===== src/rtl/reg_intf_arb_pkg.sv =====
// Shared types and helpers for the register-interface arbiters.
// Default request/response structs can be overridden through the type parameters of the arbiter.
package reg_intf_arb_pkg;

    typedef enum logic {
        ARB_IDLE,
        ARB_BUSY
    } arb_state_e;

    typedef struct packed {
        logic        valid;
        logic [31:0] addr;
        logic        write;
        logic [31:0] wdata;
        logic [3:0]  wstrb;
    } arb_reg_req_t;

    typedef struct packed {
        logic        ready;
        logic [31:0] rdata;
        logic        error;
    } arb_reg_rsp_t;

    // Index width that stays at least one bit for single-entry ranges.
    function automatic int idx_width(input int n);
        return (n > 1) ? $clog2(n) : 1;
    endfunction

endpackage


===== src/rtl/reg_intf_rr_pick.sv =====
// Round-robin picker: first valid index at or after ptr_i, wrapping. Purely combinational, no backpressure.
module reg_intf_rr_pick
    import reg_intf_arb_pkg::*;
#(
    parameter  int NumReq = 2,
    localparam int IdxW   = idx_width(NumReq)
) (
    input  logic [NumReq-1:0] valid_i,
    input  logic [IdxW-1:0]   ptr_i,
    output logic              any_valid_o,
    output logic [IdxW-1:0]   idx_o
);

    logic [IdxW:0]   sum;
    logic [IdxW-1:0] cand;

    // Walk from the farthest offset down so the closest valid to ptr_i is written last.
    always_comb begin
        any_valid_o = 1'b0;
        idx_o       = '0;
        sum         = '0;
        cand        = '0;
        for (int i = NumReq - 1; i >= 0; i--) begin
            sum = {1'b0, ptr_i} + (IdxW+1)'(i);
            if (sum >= (IdxW+1)'(NumReq)) begin
                sum = sum - (IdxW+1)'(NumReq);
            end
            cand = sum[IdxW-1:0];
            if (valid_i[cand]) begin
                any_valid_o = 1'b1;
                idx_o       = cand;
            end
        end
    end

endmodule


===== src/rtl/reg_intf_arbiter.sv =====
// Round-robin share of one register-interface port: 1-cycle arbitration, grant held until ready/timeout/withdrawal.
// Non-granted requesters see ready=0 and must hold; hung downstream transfers end with a forced error.
module reg_intf_arbiter
    import reg_intf_arb_pkg::*;
#(
    parameter  int  NumReq        = 2,
    parameter  int  TimeoutCycles = 1024,
    parameter  type reg_req_t     = arb_reg_req_t,
    parameter  type reg_rsp_t     = arb_reg_rsp_t,
    localparam int  IdxW          = idx_width(NumReq)
) (
    input  logic                  clk_i,
    input  logic                  rst_i,
    input  reg_req_t [NumReq-1:0] req_i,
    output reg_rsp_t [NumReq-1:0] rsp_o,
    output reg_req_t              req_o,
    input  reg_rsp_t              rsp_i,
    output logic                  busy_o,
    output logic [IdxW-1:0]       grant_idx_o,
    output logic                  timeout_o
);

    localparam int             CntW    = idx_width(TimeoutCycles + 1);
    localparam logic [CntW-1:0] CntLast = CntW'((TimeoutCycles > 0) ? TimeoutCycles - 1 : 0);

    arb_state_e        state_q;
    logic [IdxW-1:0]   grant_q;
    logic [IdxW-1:0]   rr_ptr_q;
    logic [IdxW-1:0]   rr_ptr_d;
    logic [CntW-1:0]   cnt_q;
    logic [CntW-1:0]   cnt_d;
    logic [NumReq-1:0] valid_vec;
    logic              pick_any;
    logic [IdxW-1:0]   pick_idx;
    reg_req_t          gnt_req;
    logic              busy, gnt_vld, done, tmo, withdraw;

    for (genvar k = 0; k < NumReq; k++) begin : g_valid
        assign valid_vec[k] = req_i[k].valid;
    end

    reg_intf_rr_pick #(
        .NumReq (NumReq)
    ) u_pick (
        .valid_i     (valid_vec),
        .ptr_i       (rr_ptr_q),
        .any_valid_o (pick_any),
        .idx_o       (pick_idx)
    );

    assign busy     = (state_q == ARB_BUSY);
    assign gnt_req  = req_i[grant_q];
    assign gnt_vld  = gnt_req.valid;
    assign done     = busy && gnt_vld && rsp_i.ready;
    // A withdrawn request never receives a response, not even a forced timeout.
    assign tmo      = busy && gnt_vld && (TimeoutCycles != 0) && (cnt_q == CntLast) && !rsp_i.ready;
    assign withdraw = busy && !gnt_vld;

    assign rr_ptr_d = (grant_q == IdxW'(NumReq - 1)) ? '0 : grant_q + 1'b1;
    assign cnt_d    = (cnt_q == '1) ? cnt_q : cnt_q + 1'b1;

    always_comb begin
        req_o = '0;
        rsp_o = '0;
        if (busy) begin
            req_o = gnt_req;
            if (tmo) begin
                req_o.valid          = 1'b0;
                rsp_o[grant_q].ready = 1'b1;
                rsp_o[grant_q].error = 1'b1;
            end else if (gnt_vld) begin
                rsp_o[grant_q] = rsp_i;
            end
        end
    end

    always_ff @(posedge clk_i or posedge rst_i) begin
        if (rst_i) begin
            state_q  <= ARB_IDLE;
            grant_q  <= '0;
            rr_ptr_q <= '0;
            cnt_q    <= '0;
        end else begin
            case (state_q)
                ARB_IDLE: begin
                    if (pick_any) begin
                        grant_q <= pick_idx;
                        cnt_q   <= '0;
                        state_q <= ARB_BUSY;
                    end
                end
                ARB_BUSY: begin
                    if (done || tmo || withdraw) begin
                        rr_ptr_q <= rr_ptr_d;
                        state_q  <= ARB_IDLE;
                    end else begin
                        cnt_q <= cnt_d;
                    end
                end
                default: state_q <= ARB_IDLE;
            endcase
        end
    end

    assign busy_o      = busy;
    assign grant_idx_o = grant_q;
    assign timeout_o   = tmo;

endmodule


===== config.mk =====
export PLATFORM = sky130hd
export DESIGN_NAME = reg_intf_arbiter
export DESIGN_NICKNAME = d
export VERILOG_FILES = /design/src/rtl/reg_intf_arb_pkg.sv /design/src/rtl/reg_intf_rr_pick.sv /design/src/rtl/reg_intf_arbiter.sv
export SDC_FILE = /design/constraint.sdc
export NUM_CORES = 1
export LEC_CHECK = 0
export BUFFER_PORTS_ARGS = -buffer_cell sky130_fd_sc_hd__buf_2
export CORE_AREA = 5 5 119 121
export CTS_CLUSTER_DIAMETER = 30
export DETAILED_ROUTE_END_ITERATION = 7
export DIE_AREA = 0 0 124 126
export PLACE_DENSITY = 0.57
export REMOVE_ABC_BUFFERS = 1
export SLEW_MARGIN = 20
export SYNTH_ARGS = -nofsm -noshare
export SYNTH_HDL_FRONTEND = slang
export SYNTH_HIERARCHICAL = 1
export SYNTH_SLANG_ARGS = --single-unit

===== constraint.sdc =====
create_clock -name clk_i -period 5.5 [get_ports clk_i]
set_input_delay 0.55 -clock clk_i [delete_from_list [all_inputs] [get_ports clk_i]]
set_output_delay 0.55 -clock clk_i [all_outputs]
set_load 0.01 [all_outputs]

==> metrics.csv <==
metric,value,unit
status,completed,
nNetsFinal,825,
io_buffers,316,
root_buffer,clkbuf_16,
routed_wl,13.5,mm
dpl.cell_count,818,
cts.reportedPaths.clkPinSlew,50,ps
cts_buffers,3,
fmax,0.314,GHz
h-tree-depth,1,
fin_cells,825,
dp_slack,2210,ps
fp-row-count,42,
synth_common_cells,"72 x mux2i_1, 71 x nor2b_1, 65 x nor2_1, 45 x nand2_1, 14 x dfrtp_1",
critical_path.endpoint_type,output pin,
rsz0062_at_grt,no,
post_drt_wl_per_cell,16.4,um
yosysTopAreaCellShare,0.293,
synthesis.instances,352,
setup_viol,0,
synth_area_per_cell,6.98,um^2
cts_resized,0,
track_usage,0.152,
clock-sinks,14,
path_cells,mux2i_1 -> or4_4 -> o311ai_4 -> buf_6 -> nor2_1 -> buf_2,
cp_slowest_cell,dfrtp_4,
grt_pass1_wl,18.7,mm
fp.dieW,124,um
yosys_warnings,6,
hold_viol_final,0,
initial_core_util,0.189,
p_per_area,318,mW/mm^2
rr_startpoint,cnt_q[0],
grt_pass1_vias,3339,
synth_area,0.00246,mm^2
p_leak,2.42,nW
hold_slack,344,ps
synth_edf_count,0,
hold_class,in -> async,
ys_top_cells_by_area,"mux2i_1 29%, nor2b_1 18%, dfrtp_1 14%",
cts_tree,yes,
ctsHoldBuffers,0,
ys_seq_area_frac,0.143,
dieArea,0.0156,mm^2
drc,0,
maxCapViolCount,0,
tightest_slew,957,ps
synth.most_common_cell,mux2i_1,
ys_ff_latch,14,
maxSlewHeadroom,0.362,
critPathTopFamily,simple AND/OR/NAND/NOR gates,
slew_violations,0,
reg2reg_slack,3280,ps
grt_start_max_net_pins,110,
post_cts_buffers,0,
critPathKind,reg -> out,
cp_max_fo,23,
place_congestion,0.853,
die-height,126,um
clock_latency,250,ps
antenna_found_initial,3,
period_share,0.579,
synth.distinct_cells,34,
timing.final.ws_setup,2320,ps
grt-ovfl-total,0,
drive_above_1_share,0.515,
cp.required,4950,ps
synth-main-ff-cell,dfrtp_1,
place_area,0.00417,mm^2
finalClockSkew,2.10,ps
cp-start-kind,register,
drtIter0Drc,146,
slowest_delay,590,ps
clock_path_buffers,2,
area_growth,74.0,%
drtPass1Iterations,4,
hpwlAfterDp,11.4,mm
ios,317,
period_needed,3180,ps
tns,0,ps
startpoint,grant_idx_o,
critPathBufInv,2,
postRouteAntennaNets,0,
via_count,3506,
vias_per_cell,4.25,
yosys.area.top_type,mux2i_1,
coreArea,0.0130,mm^2
async_reset_ff_frac,1.00,
design_area,0.00428,mm^2
arrival,2630,ps
ir_drop,0.169,mV
worst reg2reg max path: stages (launching register included):
cell and delay (ps):
dfrtp_1 400, ha_1 240, nand4_1 350, nor3_2 610
nor2_1 230, a311oi_1 310
cell usage in the layout (no fill, tap or decap), drive strengths merged:
| master | count |
|---|---|
| and2 | 1 |
| nor2 | 65 |
| nor2b | 71 |
| mux2i | 72 |
| nand3 | 2 |
| nor4 | 1 |
| o31ai | 6 |
| o21ai | 3 |
| or4 | 5 |
| ha | 1 |
| a21oi | 9 |
| diode | 2 |
| a311oi | 1 |
| nand2b | 2 |
| nand4 | 3 |
| clkbuf | 4 |
| inv | 6 |
| nand2 | 45 |
| a31oi | 1 |
| dfrtp | 14 |
| and4 | 1 |
| a21boi | 1 |
| o311ai | 3 |
| o211ai | 1 |
| nor3 | 1 |
| or3 | 3 |
| mux2 | 2 |
| and3 | 1 |
| o41ai | 1 |
| or2 | 1 |
| buf | 320 |
final timing paths:
kind / end / cells past startpoint
min in group clk_i: rr_ptr_q / 1
max: rsp_o[32] / 6
max reg2reg: cnt_q[2] / 5
max in group asynchronous: grant_idx_o / 2
min reg2reg: rr_ptr_q / 1
min: grant_idx_o / 2
metrics by stage:
step            util  power, mW
6_report       0.329       1.36
5_1_grt        0.329       1.47
4_1_cts        0.328       1.38
3_5_place_dp   0.321       1.22
3_3_place_gp   0.321       1.22
2_1_floorplan      -      0.847
power by group:
| part | switching, mW | leakage (nW) | internal, mW | total, mW |
|---|---|---|---|---|
| registers | 0.0330 | 0.185 | 0.121 | 0.154 |
| logic | 0.588 | 2.19 | 0.467 | 1.05 |
| clock network | 0.0429 | 0.0442 | 0.110 | 0.153 |
flip-flops by register name, summed over array words and instances, names as in the netlist:
name,flops
grant_idx_o,1
cnt_q,11
rr_ptr_q,1
busy_o,1
metal layers:
layer	track usage	routed length, um	vias up
li1	-	-	1767
met1	0.172	5180	1566
met2	0.282	6930	154
met3	0.0413	1200	15
met4	0.0271	150	4
met5	0	34	-
final cells by class:
type | count | area (um^2)
antenna | 2 | 5.00
clock buffer | 4 | 88.8
fill | 1470 | 8700
inverter | 6 | 22.5
multi-input combinational | 303 | 1970
sequential | 14 | 355
tap | 176 | 220
timing repair buffer | 320 | 1620
cell families (layout without fill, tap and decap cells):
family	after synthesis	count (layout)	share of synthesized area
buffers and inverters	35	330	0.0580
multiplexers	74	74	0.302
AND/OR/NAND/NOR	202	202	0.408
other	0	2	0
adder cells (fa/ha/maj)	1	1	0.00509
AO/OA/AOI/OAI	26	26	0.0835
flip-flops	14	14	0.143
Power figures use the tool's default switching activity.
